<file path="src/rtl/seq_add64.sv">
// Multi-cycle WORDS*16-bit adder/subtractor that feeds one 16-bit slice per cycle through cla16,
// chaining the slice carry through a register. Also holds the cla16 slice adder it instantiates.

module seq_add64 #(
  parameter int unsigned WORDS = 4
) (
  input  logic                  clk,
  input  logic                  rst_n,
  input  logic                  inValid,
  output logic                  inReady,
  input  logic [16*WORDS-1:0]   a,
  input  logic [16*WORDS-1:0]   b,
  input  logic                  carryIn,
  input  logic                  sub,
  output logic                  outValid,
  input  logic                  outReady,
  output logic [16*WORDS-1:0]   sum,
  output logic                  carryOut,
  output logic                  overflow,
  output logic                  zero
);

  localparam int unsigned W  = 16 * WORDS;
  localparam int unsigned IW = (WORDS > 1) ? $clog2(WORDS) : 1;

  typedef enum logic [1:0] {
    StIdle,
    StRun,
    StDone
  } state_e;

  state_e r_state, w_state_next;

  logic [W-1:0]  r_a;
  logic [W-1:0]  r_b;
  logic [W-1:0]  r_sum;
  logic [IW-1:0] r_idx;
  logic          r_carry;
  logic          r_carry_out;
  logic          r_overflow;
  logic          r_zero;

  logic [15:0]   w_slice_a;
  logic [15:0]   w_slice_b;
  logic [15:0]   w_slice_sum;
  logic          w_slice_co;
  logic          w_prop;
  logic          w_gene;
  logic          w_unused_pg;
  logic          w_last;
  logic [W-1:0]  w_final;

  assign w_slice_a   = r_a[{r_idx, 4'b0000} +: 16];
  assign w_slice_b   = r_b[{r_idx, 4'b0000} +: 16];
  assign w_last      = (r_idx == IW'(WORDS - 1));
  assign w_unused_pg = w_prop ^ w_gene;

  cla16 u_cla16 (
    .a           (w_slice_a),
    .b           (w_slice_b),
    .carryInput  (r_carry),
    .sum         (w_slice_sum),
    .carryOutput (w_slice_co),
    .prop        (w_prop),
    .gene        (w_gene)
  );

  // Complete result as it will look after the final slice is written.
  always_comb begin
    w_final            = r_sum;
    w_final[W-1 -: 16] = w_slice_sum;
  end

  always_comb begin
    w_state_next = r_state;
    unique case (r_state)
      StIdle:  if (inValid)  w_state_next = StRun;
      StRun:   if (w_last)   w_state_next = StDone;
      StDone:  if (outReady) w_state_next = StIdle;
      default: w_state_next = StIdle;
    endcase
  end

  always_ff @(posedge clk or negedge rst_n) begin
    if (!rst_n) begin
      r_state <= StIdle;
    end else begin
      r_state <= w_state_next;
    end
  end

  always_ff @(posedge clk or negedge rst_n) begin
    if (!rst_n) begin
      r_a         <= '0;
      r_b         <= '0;
      r_sum       <= '0;
      r_idx       <= '0;
      r_carry     <= 1'b0;
      r_carry_out <= 1'b0;
      r_overflow  <= 1'b0;
      r_zero      <= 1'b0;
    end else begin
      unique case (r_state)
        StIdle: begin
          if (inValid) begin
            r_a     <= a;
            r_b     <= sub ? ~b : b;
            r_carry <= sub | carryIn;
            r_idx   <= '0;
          end
        end
        StRun: begin
          r_sum[{r_idx, 4'b0000} +: 16] <= w_slice_sum;
          r_carry                       <= w_slice_co;
          r_idx                         <= r_idx + 1'b1;
          if (w_last) begin
            r_carry_out <= w_slice_co;
            r_overflow  <= (r_a[W-1] == r_b[W-1]) && (w_slice_sum[15] != r_a[W-1]);
            r_zero      <= (w_final == '0);
          end
        end
        default: ;
      endcase
    end
  end

  assign inReady  = (r_state == StIdle);
  assign outValid = (r_state == StDone);
  assign sum      = r_sum;
  assign carryOut = r_carry_out;
  assign overflow = r_overflow;
  assign zero     = r_zero;

endmodule

// 16-bit two-level carry-lookahead adder: four 4-bit groups with group propagate/generate.
module cla16 (
  input  logic [15:0] a,
  input  logic [15:0] b,
  input  logic        carryInput,
  output logic [15:0] sum,
  output logic        carryOutput,
  output logic        prop,
  output logic        gene
);

  logic [15:0] w_p;
  logic [15:0] w_g;
  logic [3:0]  w_gp;
  logic [3:0]  w_gg;
  logic [4:0]  w_gc;
  logic [16:0] w_c;

  always_comb begin
    w_p = a ^ b;
    w_g = a & b;
    for (int k = 0; k < 4; k++) begin
      w_gp[k] = &w_p[4*k +: 4];
      w_gg[k] = w_g[4*k+3]
              | (w_p[4*k+3] & w_g[4*k+2])
              | (w_p[4*k+3] & w_p[4*k+2] & w_g[4*k+1])
              | (w_p[4*k+3] & w_p[4*k+2] & w_p[4*k+1] & w_g[4*k]);
    end
  end

  always_comb begin
    w_gc[0] = carryInput;
    w_gc[1] = w_gg[0] | (w_gp[0] & carryInput);
    w_gc[2] = w_gg[1] | (w_gp[1] & w_gg[0]) | (w_gp[1] & w_gp[0] & carryInput);
    w_gc[3] = w_gg[2] | (w_gp[2] & w_gg[1]) | (w_gp[2] & w_gp[1] & w_gg[0])
            | (w_gp[2] & w_gp[1] & w_gp[0] & carryInput);
    gene    = w_gg[3] | (w_gp[3] & w_gg[2]) | (w_gp[3] & w_gp[2] & w_gg[1])
            | (w_gp[3] & w_gp[2] & w_gp[1] & w_gg[0]);
    prop    = &w_gp;
    w_gc[4] = gene | (prop & carryInput);
    carryOutput = w_gc[4];
  end

  // Within each group the bit carries ripple from the looked-ahead group carry.
  always_comb begin
    w_c = '0;
    for (int k = 0; k < 4; k++) begin
      w_c[4*k] = w_gc[k];
      for (int i = 0; i < 4; i++) begin
        w_c[4*k+i+1] = w_g[4*k+i] | (w_p[4*k+i] & w_c[4*k+i]);
      end
    end
    sum = w_p ^ w_c[15:0];
  end

endmodule
</file>
<file path="config.mk">
export PLATFORM = sky130hd
export DESIGN_NAME = seq_add64
export DESIGN_NICKNAME = d
export VERILOG_FILES = /design/src/rtl/seq_add64.sv
export SDC_FILE = /design/constraint.sdc
export NUM_CORES = 1
export LEC_CHECK = 0
export BUFFER_PORTS_ARGS = -buffer_cell sky130_fd_sc_hd__buf_4
export CAP_MARGIN = 20
export CORE_MARGIN = 1.5
export CORE_UTILIZATION = 50
export CTS_BUF_LIST = sky130_fd_sc_hd__clkbuf_8
export DETAILED_ROUTE_END_ITERATION = 10
export GPL_TIMING_DRIVEN = 0
export PLACE_DENSITY_LB_ADDON = 0.25
export SLEW_MARGIN = 20
export SYNTH_ARGS = -nofsm -noshare
export SYNTH_HDL_FRONTEND = slang
export SYNTH_SLANG_ARGS = --single-unit
</file>
<file path="constraint.sdc">
create_clock -name clk -period 8.4 [get_ports clk]
set_input_delay 2.52 -clock clk [delete_from_list [all_inputs] [get_ports clk]]
set_output_delay 2.52 -clock clk [all_outputs]
set_load 0.005 [all_outputs]
</file>
Word level (Yosys, flattened, before mapping)
Index checks and enable logic that the tools add are counted.

$add $sub $neg: 2. Multiply operators: 0. Divide/modulo/power cells: 0. Magnitude comparators: 0. Equality and inequality tests: 8. Shift-type cells: 4. Muxes and demuxes: 10. Bitwise gates (word level): 86. Reductions and logical operators: 13.

Operator list (number): variable part select 64 x 7 -> 16 bit (2); bitwise mux 64 bit (1); logical NOT 64 bit (1); two-way mux 64 bit (1); inverter 64 bit (1); variable shift 16 x 8 -> 64 bit (first input constant) (1); variable part select 16 x 8 -> 64 bit (1); bitwise AND 1 bit (47); bitwise OR 1 bit (35); XOR 16 bit (2); bitwise AND 16 bit (1); AND reduction 16 bit (1); AND reduction 4 bit (4); two-way mux 2 bit (4); negator 6 -> 8 bit (1); one-hot mux 2 bit (3 select lines) (1); AND reduction 2 bit (3); equality test 2 bit (second input constant) (2); != test 2 bit (second input constant) (2); one-hot mux 2 bit (2 select lines) (1); AND reduction 3 bit (1); adder 2 x 1 -> 2 bit (second input constant) (1); equality test 2 x 1 -> 1 bit (second input constant) (1); logical NOT 2 bit (1); other kinds (7) (7).

Register bits after elaboration: 200. Latch bits: 0. Bits in writable memories: 0. Bits in read-only memories: 0. Output and inout bits: 69. Memories: 0.

Depth between registers and ports, before layout
Gate-level depths: netlist of the first run.

Depth after elaboration: 19. Depth in mapped cells: 16. Mapped depth without buffers: 14.

By module
A second synthesis of the first run with hierarchy kept.

Cell total of the unflattened synthesis: 877. Area, all modules: 9567.9 µm².

Modules (own cells, without submodules): seq_add64 (instances 1, cells an instance 798, area each 8836.0 µm², seq. area each 5004.8 µm²); cla16 (instances 1, cells an instance 79, area each 732.0 µm², seq. area each 0.0 µm²).

Worst setup path after synthesis of the first run
Ideal clock, no wire load.

Kind: register -> register. Start point: reg r_idx[0]. End point: reg r_zero, in the netlist zero. Arrival: 4.691 ns. Required time: 8.334 ns. Path slack: 3.644 ns. Cell stages (with the launch flop): 17. Clock period less this slack: 4.756 ns. Cells stage by stage: dfrtp_1 > buf_4 > buf_2 > mux4_2 > ha_1 > a21o_1 > a221o_1 > and2_1 > nor3_1 > fa_1 > inv_1 > fa_1 > fa_1 > nor4b_1 > nand4_1 > nor4_1 > a22o_1.

Longest elaborated chain between the ends: 18. Elaborated cells between the ends (all ways): 74. Those cells by class: eq/ne (1); shift (2); bitwise (66); reduce/logical (5).

Ends and longest elaborated chain: from (decl) (line 37) `logic [IW-1:0] r_idx;`; from (signal assigned) (line 115) `r_idx <= r_idx + 1'b1;`; variable part select 64 x 7 -> 16 bit (on tied branches) (line 53, 54); XOR 16 bit / bitwise AND 16 bit (equally long branches) (line 155, 156); bitwise AND 1 bit (on tied branches) (line 160, 161, 162); bitwise OR 1 bit, or another cell as far along (line 160) `| (w_p[4*k+3] & w_g[4*k+2])`; bitwise OR 1 bit / bitwise AND 1 bit (equally long branches) (line 161, 162); bitwise OR 1 bit (line 162) `| (w_p[4*k+3] & w_p[4*k+2] & w_p[4*k+1] & w_g[4*k]);`; bitwise AND 1 bit (line 170) `w_gc[3] = w_gg[2] | (w_gp[2] & w_gg[1]) | (w_gp[2] & w_gp[1] & w_gg[0])`; bitwise OR 1 bit (2 in series) (line 170); bitwise OR 1 bit (line 171) `| (w_gp[2] & w_gp[1] & w_gp[0] & carryInput);`; bitwise AND 1 bit (line 185) `w_c[4*k+i+1] = w_g[4*k+i] | (w_p[4*k+i] & w_c[4*k+i]);`; bitwise OR 1 bit (line 185); bitwise AND 1 bit (line 185); bitwise OR 1 bit (line 185); bitwise AND 1 bit (line 185); bitwise OR 1 bit (line 185); XOR 16 bit (line 188) `sum = w_p ^ w_c[15:0];`; logical NOT 64 bit (line 119) `r_zero <= (w_final == '0);`; to (signal assigned) (line 119); to (decl) (line 41) `logic r_zero;`.

Several ways; a longest one is shown, not always the timed one. A chain may end at the register's enable or synchronous reset.

Worst setup path in the final report of the first run
Start point: reg r_idx[1]. End point: reg r_zero, in the netlist zero.

The elaborated chain is that of the path after synthesis.

==> impl_metrics.env, run 1 <==
export IMPL_track_usage_pct=27.8
export IMPL_io_buffers=202
export IMPL_seqPwrFrac_pct=32.9
export IMPL_clkLatencyLatePin_ns=0.49
export IMPL_die_w_um=142
export IMPL_holdCritStartpoint="r_a[57]$_DFFE_PN0P_"
export IMPL_start_kind="flip-flop"
export IMPL_worstHoldEndpoint="r_a[57]$_DFFE_PN0P_"
export IMPL_async_flop_share_pct=100
export IMPL_synthesis_area_um2=9620
export IMPL_slew_headroom_pct=34.7
export IMPL_hpwlAfterDp_mm=20.4
export IMPL_finalCritPeriodShare_pct=67.9
export IMPL_drv_slew=0
export IMPL_pre_cts_ws_ns=2.80
export IMPL_r2r_start="r_idx[1]$_DFFE_PN0P_"
export IMPL_p_per_area_nw_per_um2=436
export IMPL_synth_top_area_share_pct=52.0
export IMPL_synth_edf_count=0
export IMPL_p_int_mw=2.80
export IMPL_clkSlewWorstSetupHoldPaths_ns=0.11
export IMPL_critical_path_class="reg -> reg"
export IMPL_first_pass_iters=5
export IMPL_grt_max_degree=101
export IMPL_finalSetupTns_ns=0
export IMPL_rsz0062_at_grt="no"
export IMPL_drt_wl_total_mm=26.6
export IMPL_ios=203
export IMPL_start_util_pct=51.2
export IMPL_p_sw_mw=2.39
export IMPL_layout_commonest_cell="nand2_1"
export IMPL_cp_required_ns=8.83
export IMPL_grt_pass1_wl_mm=41.5
export IMPL_post_drt_wl_per_cell_um=18.9
export IMPL_fin_nets=1325
export IMPL_drc=0
export IMPL_finalHoldViolations=0
export IMPL_fillers=1565
export IMPL_antenna_found_initial=0
export IMPL_fin_ws_ns=2.70
export IMPL_fin_crit_ns=5.70
export IMPL_setup_viol=0
export IMPL_crit_fanout=10
export IMPL_globalRouteOverflowTotal=0
export IMPL_numCtsBuffers=17
export IMPL_ant_nets=0
export IMPL_synth_seq_cells=200
export IMPL_cts_sinks=200
export IMPL_synthFlopType="dfrtp_1"
export IMPL_vias=7694
export IMPL_drive_above_1_share_pct=26.3
export IMPL_fmax_mhz=175
export IMPL_cts_root_buf="clkbuf_8"
export IMPL_core_um2=18800
export IMPL_avgSynthCellArea_um2=10.3
export IMPL_r2r_end="zero$_DFFE_PN0P_"
export IMPL_synth_nets=1102
export IMPL_ctsLongestPathBuffers=2
export IMPL_synth_area_top_cells="dfrtp_1 52%, nand2_1 12%, mux4_2 7.5%"
export IMPL_p_leak_nw=5.83
export IMPL_synth_area_leader_cell="dfrtp_1"
export IMPL_utilization_pct=63.3
export IMPL_clock_power_share_pct=11.9
export IMPL_drt_iter0_drc=436
export IMPL_dieArea_um2=20100
export IMPL_hold_path_depth=2
export IMPL_cts_htree_levels=4
export IMPL_hold_buffers=0
export IMPL_drv_cap=0
export IMPL_diodes=0
export IMPL_reg2reg_depth=16
export IMPL_avgViaCountPerCell=5.48
export IMPL_combPwrFrac_pct=55.2
export IMPL_r2r_setup_slack_ns=2.70
export IMPL_arrival_ns=6.13
export IMPL_place_gp_congestion=0.860
export IMPL_grt_pass1_vias=7684
export IMPL_sw_frac_of_total_pct=46.1
export IMPL_max_slew_worst_pin_slew_ns=0.972
export IMPL_syn_inst=934
export IMPL_cts_tree="yes"
export IMPL_outcome="complete, no violations"
export IMPL_postCtsSetupRepairBufs=0
export IMPL_yosysSeqAreaShare_pct=52.0
export IMPL_num_rows=50
export IMPL_finalClockSkew_ns=0.0150
export IMPL_area_growth_pct=23.5
export IMPL_synth_warnings=0
export IMPL_post_cts_resized=0
export IMPL_final_cell_mix="311 x nand2_1, 202 x buf_4, 200 x dfrtp_1, 92 x o21ai_0, 66 x xnor2_1"
export IMPL_die_h_um=142
export IMPL_yosysUniqueCellTypes=47
export IMPL_hold_class="reg -> reg"
export IMPL_peakVddDrop_mv=0.249
export IMPL_critPathCaptureType="flip-flop"
## worst max-delay path, cell delays in order, from the launching register on
cell and delay [ns]:
dfrtp_1 0.41, clkbuf_1 0.34, clkbuf_1 0.64, mux4_2 0.48
ha_1 0.33, a21o_1 0.17, a221o_1 0.36, and2_1 0.20
nor3_1 0.27, fa_1 0.22, inv_1 0.05, fa_1 0.46
fa_1 0.45, xnor2_1 0.77, nand2_1 0.14, nor3_1 0.21
a22o_1 0.15
## layer usage
metal  vias to the layer above  part of all wire, %  track usage (%)
li1                       3581                    -                -
met1                      3755                   44             38.7
met2                       311                   47             43.3
met3                        47                  6.8             5.37
met4                         0                  2.7             11.0
met5                         -                    0                0
## how the worst max path moves through the flow
stage	from	to	slack, ns	depth (start not counted)
5_1_grt	r_idx[1]$_DFFE_PN0P_	zero$_DFFE_PN0P_	2.48	16
4_1_cts	r_idx[1]$_DFFE_PN0P_	zero$_DFFE_PN0P_	2.77	16
2_1_floorplan	r_idx[0]$_DFFE_PN0P_	zero$_DFFE_PN0P_	3.64	16
3_5_place_dp	r_idx[1]$_DFFE_PN0P_	zero$_DFFE_PN0P_	2.80	16
3_3_place_gp	r_idx[1]$_DFFE_PN0P_	zero$_DFFE_PN0P_	2.92	16
6_report	r_idx[1]$_DFFE_PN0P_	zero$_DFFE_PN0P_	2.70	16
## Yosys cell counts (2+ instances only)
master	n
nand2_1	311
dfrtp_1	200
o21ai_0	92
xnor2_1	66
mux4_2	32
clkbuf_1	27
inv_1	25
ha_1	22
buf_2	21
a22o_1	17
nor4_1	13
o21ai_1	13
fa_1	12
nor2_1	10
o21ai_2	10
a21oi_1	7
nand4_1	7
nor3_1	6
or3_1	5
nand3_1	3
a31oi_1	2
and2_1	2
and3_1	2
buf_6	2
nand2_4	2
nand2b_1	2
nor4b_1	2
xor2_1	2
## power by group through the flow
stage | clock, mW | sequential, mW | combinational [mW]
finish | 0.618 | 1.70 | 2.86
global route | 0.658 | 1.74 | 3.15
CTS | 0.621 | 1.69 | 2.86
detailed placement | 0 | 1.71 | 2.85
global placement | 0 | 1.69 | 2.77
floorplan | 0 | 1.59 | 1.79
## sequential cells by signal (all words and copies together), names as in the netlist
name and flops:
carryOut 1, overflow 1, r_a 64, r_b 64, r_carry 1, r_idx 2, r_state 2, sum 64
zero 1
## kinds of logic (layout without fill, tap and decap cells)
family	Yosys count	count (layout)	share of synthesized area, %
multiplexers	34	34	7.72
adder cells (fa/ha/maj)	34	34	5.36
XOR/XNOR	68	68	6.19
AO/OA/AOI/OAI	149	149	9.16
flip-flops	200	200	52.0
AND/OR/NAND/NOR	372	372	16.0
buffers and inverters	77	313	3.47
## area by class of cell
cell class / instances / area [µm²] / share of cell area (%)
buffer: 52 / 240 / 2.02
clock buffer: 20 / 275 / 2.32
clock inverter: 12 / 113 / 0.948
inverter: 25 / 93.8 / 0.790
multi-input combinational: 657 / 4280 / 36.0
sequential: 200 / 5000 / 42.1
tap: 234 / 293 / 2.47
timing repair buffer: 204 / 1580 / 13.3
## metrics by stage
stage | cells | total power [mW] | cell area [µm²] | hold WS (ns)
floorplan | 934 | 3.39 | 9620 | 0.440
global placement | 1370 | 4.46 | 11400 | 0.454
detailed placement | 1372 | 4.56 | 11500 | 0.457
CTS | 1404 | 5.17 | 11900 | 0.481
global route | 1404 | 5.55 | 11900 | 0.490
finish | 1404 | 5.18 | 11900 | 0.482
(Power assumes the default switching activity.)
==> inputs of run 2 (changes only) <==
--- a/config.mk
+++ b/config.mk
@@ -5,6 +5,7 @@
 export SDC_FILE = /design/constraint.sdc
 export NUM_CORES = 1
 export LEC_CHECK = 0
+export ABC_AREA = 1
 export BUFFER_PORTS_ARGS = -buffer_cell sky130_fd_sc_hd__buf_4
 export CAP_MARGIN = 20
 export CORE_MARGIN = 1.5
==> constraint.sdc (replaced) <==
create_clock -name clk -period 5.16 [get_ports clk]
set_input_delay 1.548 -clock clk [delete_from_list [all_inputs] [get_ports clk]]
set_output_delay 1.548 -clock clk [all_outputs]
set_load 0.005 [all_outputs]
==> impl_metrics.env, run 2 <==
export IMPL_finalSetupTns_ns=0
export IMPL_path_delay_family="adder cells"
export IMPL_rsz0062_at_grt="no"
export IMPL_globalRouteOverflowTotal=0
export IMPL_avgViaCountPerCell=5.38
export IMPL_dieArea_um2=21300
export IMPL_synth_top_area_share_pct=49.0
export IMPL_synth_xor_area_share_pct=5.74
export IMPL_p_leak_nw=6.26
export IMPL_vias=9042
export IMPL_holdWs_ns=0.481
export IMPL_finalClockSkew_ns=0.0166
export IMPL_critPathCaptureType="flip-flop"
export IMPL_finalHoldViolations=0
export IMPL_grt_pass1_wl_mm=47.1
export IMPL_outcome="complete, no violations"
export IMPL_synth_area_top_cells="dfrtp_1 49%, nand2_1 13%, o21ai_0 6.1%"
export IMPL_critical_path_class="reg -> reg"
export IMPL_cp_num_buf_inv=5
export IMPL_drv_cap=0
export IMPL_pre_cts_ws_ns=0.240
export IMPL_finalPower_mw=9.39
export IMPL_postCtsSetupRepairBufs=0
export IMPL_wl_met1_mm=12.5
export IMPL_fin_cells=1681
export IMPL_track_usage_pct=28.9
export IMPL_cts_root_buf="clkbuf_8"
export IMPL_synth_most_common_cell="nand2_1"
export IMPL_drt_wl_total_mm=29.8
export IMPL_ctsLongestPathBuffers=2
export IMPL_synth_top_family_by_area="simple AND/OR/NAND/NOR gates"
export IMPL_fin_nets=1567
export IMPL_core_um2=20200
export IMPL_dp_cells=1650
export IMPL_grt_pass1_vias=8848
export IMPL_synthSimpleGateAreaFrac_pct=18.4
export IMPL_yosysUniqueCellTypes=35
export IMPL_numCtsBuffers=17
export IMPL_diodes=0
export IMPL_p_per_area_nw_per_um2=747
export IMPL_clkSlewWorstSetupHoldPaths_ns=0.09
export IMPL_worstPathCellList="inv_1 -> clkbuf_1 -> a32oi_1 -> ha_1 -> nand2_1 -> nor3b_1 -> nor2_1 -> nand2_1 -> inv_1 -> fa_1 -> fa_1 -> inv_1 -> fa_1 -> inv_1 -> nand4_1 -> nor2_1 -> nand2_1 -> nor2_1 -> nand3_1 -> nand2_1"
export IMPL_io_buffers=201
export IMPL_synthesis_area_um2=10200
export IMPL_dr_wl_met2_mm=14.3
export IMPL_synth_edf_count=0
export IMPL_hpwlAfterDp_mm=23.1
export IMPL_avgSynthCellArea_um2=8.68
export IMPL_synth_warnings=0
export IMPL_drc=0
export IMPL_final_cell_mix="345 x nand2_1, 201 x buf_4, 200 x dfrtp_1, 125 x o21ai_0, 108 x inv_1"
export IMPL_synth_area_leader_cell="dfrtp_1"
export IMPL_utilization_pct=62.3
export IMPL_place_gp_congestion=0.932
export IMPL_ios=203
export IMPL_crit_fanout=11
export IMPL_fin_crit_ns=4.71
export IMPL_cts_sinks=200
export IMPL_post_dp_cell_area_um2=12100
export IMPL_cts_tree="yes"
export IMPL_async_flop_share_pct=100
export IMPL_max_slew_worst_pin_slew_ns=0.659
export IMPL_crit_slowest_cell="dfrtp_1"
export IMPL_area_growth_pct=23.0
export IMPL_cp_required_ns=5.58
export IMPL_grt_max_degree=78
export IMPL_setup_viol=0
export IMPL_yosys_top_cells_count="346 x nand2_1, 200 x dfrtp_1, 125 x o21ai_0, 106 x inv_1, 72 x nor2_1"
export IMPL_design_area_um2=12600
export IMPL_synthFlopType="dfrtp_1"
export IMPL_post_drt_wl_per_cell_um=17.7
export IMPL_fin_ws_ns=0.448
export IMPL_startpoint="r_idx[1]$_DFFE_PN0P_"
export IMPL_cp_endpoint="zero$_DFFE_PN0P_"
export IMPL_met3WireLength_mm=2.24
export IMPL_hold_class="reg -> reg"
export IMPL_fmax_mhz=212
export IMPL_layout_commonest_cell="nand2_1"
export IMPL_arrival_ns=5.13
export IMPL_muxShareOfSynthArea_pct=0
export IMPL_num_rows=52
export IMPL_die_h_um=146
export IMPL_clkLatencyLatePin_ns=0.48
export IMPL_r2r_setup_slack_ns=0.45
export IMPL_slowest_delay_ns=0.55
export IMPL_reg2reg_depth=20
export IMPL_antenna_found_initial=0
export IMPL_synth_nets=1345
export IMPL_cts_htree_levels=4
export IMPL_peakVddDrop_mv=0.389
export IMPL_start_util_pct=50.7
export IMPL_synth_seq_cells=200
export IMPL_start_kind="flip-flop"
export IMPL_top_layer_used="met4"
export IMPL_r2r_start="r_idx[1]$_DFFE_PN0P_"
export IMPL_slew_headroom_pct=56.1
export IMPL_first_pass_iters=5
export IMPL_ant_nets=0
export IMPL_drt_iter0_drc=713
export IMPL_die_w_um=146
export IMPL_finalCritPeriodShare_pct=91.3
export IMPL_synth_compound_area_share_pct=14.1
export IMPL_yosysSeqAreaShare_pct=49.0
export IMPL_syn_inst=1177
export IMPL_synthAdderAreaFrac_pct=5.05
export IMPL_drive_above_1_share_pct=22.0
export IMPL_cp_depth=20
export IMPL_drv_slew=0
export IMPL_r2r_end="zero$_DFFE_PN0P_"
-- run 2: cell count changes after synthesis, sizes merged, moves of 8 or more --
cell   change
nand4      +8
mux4      -32
nor4      -13
o22ai     +46
o21ai     +21
nor2      +65
nand3     +15
nand2     +34
o32ai     +16
inv       +84
a21oi     +13
a32oi     +16
buf       +20
a22o      -17
-- run 2: timing repair --
item / CTS / global route
setup endpoints to repair: 0 / 4
gates resized for setup: 0 / 21
hold buffers: 0 / 0
hold endpoints to repair: 0 / 0
-- run 2: final cells by class --
cell class,instances,area (µm²)
well taps,270,338
flip-flops and latches,200,5000
multi-input cells,798,4440
clock buffers,19,262
fillers,1831,7600
inverters,109,409
repair buffers,203,1570
clock inverters,12,149
plain buffers,70,393
-- run 2: cells by family (layout without fill, tap and decap cells) --
family,count (synthesis),count (layout)
flops,200,200
simple gates,461,461
compound gates,236,236
buf+inv,179,413
xor+xnor,67,67
fa+ha+maj,34,34
-- run 2: worst min-delay path, cell delays in order, from the launching register on --
cell	delay [ns]
dfrtp_1	0.35
nand2_1	0.05
nand2_1	0.05
-- run 2: worst min-delay path by stage --
stage	startpoint	end	slack, ns	depth (start not counted)
floorplan	r_a[32]$_DFFE_PN0P_	r_a[32]$_DFFE_PN0P_	0.44	2
global placement	r_a[39]$_DFFE_PN0P_	r_a[39]$_DFFE_PN0P_	0.46	2
detailed placement	r_a[26]$_DFFE_PN0P_	r_a[26]$_DFFE_PN0P_	0.46	2
CTS	r_a[26]$_DFFE_PN0P_	r_a[26]$_DFFE_PN0P_	0.48	2
global route	r_a[35]$_DFFE_PN0P_	r_a[35]$_DFFE_PN0P_	0.50	2
finish	r_a[26]$_DFFE_PN0P_	r_a[26]$_DFFE_PN0P_	0.48	2
-- run 2: per-layer routing --
layer  GRT usage (%)  up-vias
li1                -     4266
met1            39.1     4290
met2            47.2      425
met3            4.55       61
met4            10.9        0
met5               0        -
-- run 2: report_power, final --
part / internal, mW / total, mW / switching (mW)
clock: 0.501 / 1.06 / 0.563
sequential: 2.24 / 2.74 / 0.500
combinational: 1.98 / 5.58 / 3.60
total: 4.72 / 9.39 / 4.66
